$ cat src/rtl/pipe_stage_buf.sv
// Elastic in-order pipeline stage: DEPTH-entry buffer carrying instruction + PC
// with valid/ready handshake, hold, flush and a saturating bubble counter.
module pipe_stage_buf #(
  parameter int                 DATA_W    = 32,
  parameter int                 PC_W      = 32,
  parameter int                 DEPTH     = 2,
  parameter logic [DATA_W-1:0]  NOP_VALUE = '0,
  parameter int                 STAT_W    = 16,
  localparam int                OCC_W     = $clog2(DEPTH + 1)
) (
  input  logic              clk,
  input  logic              rst,
  input  logic              in_valid,
  output logic              in_ready,
  input  logic [DATA_W-1:0] in_inst,
  input  logic [PC_W-1:0]   in_pc,
  output logic              out_valid,
  input  logic              out_ready,
  output logic [DATA_W-1:0] out_inst,
  output logic [PC_W-1:0]   out_pc,
  input  logic              hold,
  input  logic              flush,
  output logic [OCC_W-1:0]  occupancy,
  output logic [STAT_W-1:0] bubble_cnt
);

  localparam int                PTR_W    = (DEPTH > 1) ? $clog2(DEPTH) : 1;
  localparam logic [PTR_W-1:0]  PTR_LAST = PTR_W'(DEPTH - 1);
  localparam logic [OCC_W-1:0]  OCC_FULL = OCC_W'(DEPTH);
  localparam logic [STAT_W-1:0] STAT_MAX = '1;

  logic [DATA_W-1:0] inst_mem_q [DEPTH];
  logic [PC_W-1:0]   pc_mem_q   [DEPTH];

  logic [PTR_W-1:0]  rd_ptr_q, rd_ptr_d;
  logic [PTR_W-1:0]  wr_ptr_q, wr_ptr_d;
  logic [OCC_W-1:0]  count_q, count_d;
  logic [STAT_W-1:0] bubble_q, bubble_d;

  logic push;
  logic pop;
  logic empty;

  function automatic logic [PTR_W-1:0] ptr_inc(input logic [PTR_W-1:0] p);
    return (p == PTR_LAST) ? '0 : p + 1'b1;
  endfunction

  assign empty     = (count_q == '0);
  assign out_valid = ~empty & ~hold;
  assign push      = in_valid & in_ready;
  assign pop       = out_valid & out_ready;

  // Deeper buffers decouple ready from downstream; a single register must
  // pass out_ready through to sustain full throughput.
  generate
    if (DEPTH == 1) begin : g_ready_pass
      assign in_ready = (empty | out_ready) & ~hold & rst;
    end else begin : g_ready_reg
      assign in_ready = (count_q < OCC_FULL) & ~hold & rst;
    end
  endgenerate

  generate
    for (genvar gi = 0; gi < DEPTH; gi++) begin : g_entry
      always_ff @(posedge clk) begin
        if (push && !flush && (wr_ptr_q == PTR_W'(gi))) begin
          inst_mem_q[gi] <= in_inst;
          pc_mem_q[gi]   <= in_pc;
        end
      end
    end
  endgenerate

  assign out_inst   = empty ? NOP_VALUE : inst_mem_q[rd_ptr_q];
  assign out_pc     = empty ? '0 : pc_mem_q[rd_ptr_q];
  assign occupancy  = count_q;
  assign bubble_cnt = bubble_q;

  always_comb begin
    rd_ptr_d = rd_ptr_q;
    wr_ptr_d = wr_ptr_q;
    count_d  = count_q;
    bubble_d = bubble_q;

    if (flush) begin
      rd_ptr_d = '0;
      wr_ptr_d = '0;
      count_d  = '0;
    end else begin
      if (push) wr_ptr_d = ptr_inc(wr_ptr_q);
      if (pop)  rd_ptr_d = ptr_inc(rd_ptr_q);
      case ({push, pop})
        2'b10:   count_d = count_q + 1'b1;
        2'b01:   count_d = count_q - 1'b1;
        default: count_d = count_q;
      endcase
    end

    // A bubble is a cycle the consumer was willing but nothing was offered.
    if (out_ready && !out_valid && !hold && !flush && (bubble_q != STAT_MAX)) begin
      bubble_d = bubble_q + 1'b1;
    end
  end

  always_ff @(posedge clk or negedge rst) begin
    if (!rst) begin
      rd_ptr_q <= '0;
      wr_ptr_q <= '0;
      count_q  <= '0;
      bubble_q <= '0;
    end else begin
      rd_ptr_q <= rd_ptr_d;
      wr_ptr_q <= wr_ptr_d;
      count_q  <= count_d;
      bubble_q <= bubble_d;
    end
  end

endmodule

$ cat config.mk
export PLATFORM = sky130hd
export DESIGN_NAME = pipe_stage_buf
export DESIGN_NICKNAME = d
export VERILOG_FILES = /design/src/rtl/pipe_stage_buf.sv
export SDC_FILE = /design/constraint.sdc
export NUM_CORES = 1
export LEC_CHECK = 0
export BUFFER_PORTS_ARGS = -buffer_cell sky130_fd_sc_hd__buf_2
export CORE_ASPECT_RATIO = 0.5
export CORE_MARGIN = 1
export CORE_UTILIZATION = 55
export CTS_CLUSTER_DIAMETER = 60
export DETAILED_ROUTE_END_ITERATION = 10
export PLACE_DENSITY = 0.91
export SYNTH_ARGS = -nofsm -noshare
export SYNTH_HDL_FRONTEND = slang
export SYNTH_SLANG_ARGS = --single-unit
export TNS_END_PERCENT = 20
$ cat constraint.sdc
create_clock -name clk -period 14.75 [get_ports clk]
set_clock_uncertainty 0.15 [all_clocks]
set_input_delay 0 -clock clk [delete_from_list [all_inputs] [get_ports clk]]
set_output_delay 0 -clock clk [all_outputs]
set_load 0.05 [all_outputs]
==> flow_metrics.py <==
metrics = {
    "min_path": {
        "min_to": "pc_mem_q[0][21]$_DFFE_PP_",
        "hold_depth": 2,
        "min_from": "in_pc[21]",
        "hold_class": "primary input to flip-flop",
    },
    "final_layout": {
        "final.fill_count": 526,
        "n_antenna_cell": 0,
        "regArea_sq_um": 4350,
        "final_area_sq_um": 8160,
        "multiInputGateArea_sq_um": 1430,
        "nets": 670,
        "syn_to_final_growth_pct": 39.8,
        "drive_above_1_share_pct": 33.2,
        "final_cells": 752,
    },
    "clock_tree": {
        "clockRootBuffer": "clkbuf_16",
        "cts_tree": "done",
        "insertion_delay_ns": 0.41,
        "clk_pin_slew_ns": 0.06,
        "h-tree-depth": 4,
        "clockBufferDepth": 2,
        "cts_setup_buffers": 0,
        "cts.sink_count": 148,
        "cts_buffers": 17,
    },
    "global_routing": {
        "met3_usage_pct": 7.33,
        "top_usage_layer": "met2",
        "antenna_found_initial": 0,
        "grt_first_pass_wirelength_mm": 22.5,
        "grtUsageMet1_pct": 33.7,
        "met2_usage_pct": 49.6,
        "grt_pass1_vias": 4135,
        "grt_max_degree": 68,
        "overflow": 0,
        "track_usage_pct": 28.3,
    },
    "yosys": {
        "syn_avg_cell_area_sq_um": 16.0,
        "synth_xor_area_share_pct": 2.40,
        "synth_cells": 365,
        "synth-compound-area-share_pct": 0.771,
        "ys_ff_latch": 148,
        "synth_nets": 436,
        "synth_cell_type_count": 33,
        "synth_adder_area_share_pct": 0.214,
        "synth_top_family_by_area": "multiplexers",
        "seq_area_frac_synth_pct": 74.4,
        "synthMuxAreaShare_pct": 11.2,
        "netlist_area_sq_um": 5840,
        "ys_warn_count": 0,
        "synth-simple-area-share_pct": 9.58,
    },
    "worst_setup_path": {
        "crit_type": "flip-flop to output port",
        "start_kind": "flip-flop",
        "worstPathMaxFanout": 66,
        "reg2regPathDepth": 4,
        "cp.arrival_ns": 2.43,
        "regToRegEndpoint": "inst_mem_q[1][24]$_DFFE_PP_",
        "required_ns": 14.60,
        "reg2reg_slack_ns": 12.27,
        "rr_startpoint": "occupancy[1]$_DFFE_PN0P_",
        "critPathCaptureType": "output port",
    },
    "detailed_routing": {
        "routed_wl_mm": 15.3,
        "final_antenna_net_count": 0,
        "drc_errors": 1,
        "drtPass1Iterations": 9,
        "vias_per_cell": 5.40,
        "num_vias": 4061,
        "drtIter0Drc": 287,
        "wl_per_cell_um": 20.4,
    },
    "floorplanning": {
        "num_rows": 26,
        "io_pins": 154,
        "fp.dieH_um": 74.9,
        "dieWidth_um": 148,
        "dieArea_sq_um": 11100,
        "start_util_pct": 57.0,
        "core_area_sq_um": 10200,
    },
    "sta": {
        "period_share_pct": 17.5,
        "min_period_ns": 2.58,
        "worst_slew_pin_slew_ns": 1.15,
        "hold_violations": 0,
        "slew_violations": 0,
        "finalSetupTns_ns": 0,
        "fmax_mhz": 388,
        "setup_viol": 0,
        "rsz0062_at_grt": "false",
        "slew_headroom_pct": 23.4,
    },
    "placement": {
        "post_dp_cell_area_sq_um": 6770,
        "place_congestion": 0.790,
        "dp.cells": 647,
        "port_buffers": 153,
        "dp_hpwl_mm": 7.38,
    },
    "power_and_ir_drop": {
        "p_switching_mw": 0.265,
        "power-per-cell-area_nw_per_um2": 134,
        "seqPwrFrac_pct": 44.2,
        "comb_power_share_pct": 10.7,
        "peakVddDrop_mv": 0.101,
        "p_int_mw": 0.824,
        "p_sw_share_pct": 24.3,
        "clkPwrFrac_pct": 45.1,
        "leakage_nw": 3.19,
    },
    "run": {
        "cap_violations": 0,
    },
    "run_status": {
        "outcome": "finished with violations",
        "violations": "DRC",
    },
}
==> layout by cell type (no fill, tap or decap), types with 6 or more instances in the layout <==
cell | netlist | routed
buf_4 | 0 | 6
bufinv_16 | 0 | 6
dlygate4sd3_1 | 0 | 73
xor2_1 | 12 | 12
clkbuf_16 | 0 | 17
buf_2 | 6 | 153
nand3_1 | 7 | 7
edfxtp_1 | 128 | 128
dfrtp_1 | 20 | 19
mux2i_1 | 64 | 64
nor2_1 | 69 | 68
nand4_1 | 6 | 6
==> through the flow <==
step / hold WS (ns) / total power, mW / utilization (%) / setup WS (ns)
floorplan: -0.446 / 0.555 / - / 7.00
global placement: -0.187 / 0.584 / 66.0 / 12.56
detailed placement: -0.171 / 0.587 / 66.0 / 12.48
CTS: 0.143 / 1.09 / 79.6 / 12.30
global route: 0.151 / 1.12 / 79.6 / 12.10
finish: 0.162 / 1.09 / 79.6 / 12.17
==> cells by family (layout without fill, tap and decap cells) <==
logic type                 count (synthesis)  in the layout
adders and majority gates                  1              1
buffers and inverters                     17            264
muxes                                     65             65
xor gates and xnor gates                  16             16
DFF                                      148            148
AOI/OAI and AO/OA                          7              7
and+or+nand+nor                          111            111
==> flip-flops by register name, summed over array words and instances, names as in the netlist <==
signal,cells
occupancy,2
inst_mem_q,64
bubble_cnt,16
rd_ptr_q,1
pc_mem_q,64
wr_ptr_q,1
==> worst max-delay path, cell delays in order (launching register included) <==
cell,delay [ns]
dfrtp_4,1.17
mux2i_1,0.27
nor2_1,0.21
buf_2,0.31
==> layout make-up <==
type | instances | area share [%]
Sequential cell | 148 | 53.3
Timing Repair Buffer | 232 | 18.9
Multi-Input combinational cell | 200 | 17.6
Clock buffer | 19 | 5.30
Clock inverter | 13 | 2.84
Tap cell | 140 | 2.15
==> worst max-delay path by stage <==
stage,startpoint,to,slack [ns],cells after the start
floorplan,occupancy[1]$_DFFE_PN0P_,inst_mem_q[1][0]$_DFFE_PP_,7.00,3
global placement,occupancy[1]$_DFFE_PN0P_,pc_mem_q[1][9]$_DFFE_PP_,12.56,4
detailed placement,rst,pc_mem_q[1][9]$_DFFE_PP_,12.48,5
CTS,rd_ptr_q$_DFFE_PN0P_,out_pc[29],12.30,3
global route,rd_ptr_q$_DFFE_PN0P_,out_pc[18],12.10,3
finish,rd_ptr_q$_DFFE_PN0P_,out_pc[18],12.17,3
==> synth_stat cells <==
| cell type | number | area [sq um] |
|---|---|---|
| o211ai_1 | 1 | 7.51 |
| mux2_2 | 1 | 11.3 |
| a21oi_1 | 2 | 10.0 |
| nor4_1 | 2 | 12.5 |
| or3_1 | 1 | 6.26 |
| o2111ai_1 | 1 | 8.76 |
| nand2b_4 | 1 | 13.8 |
| nor3b_1 | 5 | 37.5 |
| clkbuf_1 | 5 | 18.8 |
| nor4b_2 | 1 | 15.0 |
| o21ai_0 | 2 | 10.0 |
| edfxtp_1 | 128 | 3840 |
| ha_1 | 1 | 12.5 |
| nor3_1 | 5 | 25.0 |
| nand4_1 | 6 | 37.5 |
| nor2b_1 | 1 | 6.26 |
| buf_2 | 6 | 30.0 |
| or4_1 | 1 | 7.51 |
| a221oi_1 | 1 | 8.76 |
| or4_4 | 1 | 11.3 |
| mux2i_1 | 64 | 641 |
| or2_2 | 1 | 6.26 |
| nand3_1 | 7 | 35.0 |
| nor4_4 | 1 | 21.3 |
| nor2_1 | 69 | 259 |
| buf_1 | 4 | 15.0 |
| dfrtp_1 | 20 | 500 |
| nand2_1 | 4 | 15.0 |
| buf_6 | 2 | 22.5 |
| xnor2_1 | 4 | 35.0 |
| and2_1 | 2 | 12.5 |
| nor4_2 | 3 | 37.5 |
| xor2_1 | 12 | 105 |
==> timing repair <==
item                                   in CTS  in global routing
endpoints found under the hold margin     155                  0
hold buffers                               73                  0
resized for setup                           0                  0
==> power groups by stage <==
stage / combinational (mW) / clock [mW] / sequential [mW]
after global placement: 0.0955 / 0 / 0.489
after CTS: 0.114 / 0.492 / 0.481
after floorplan: 0.0427 / 0 / 0.512
after global routing: 0.123 / 0.514 / 0.483
final: 0.117 / 0.492 / 0.482
after detailed placement: 0.0974 / 0 / 0.490
==> metal layers <==
metal | vias up | routed length (um)
li1 | 1824 | -
met1 | 1993 | 5990
met2 | 205 | 8040
met3 | 39 | 836
met4 | 0 | 454
met5 | - | 0
Note: power is estimated with default switching activity, not from simulation.
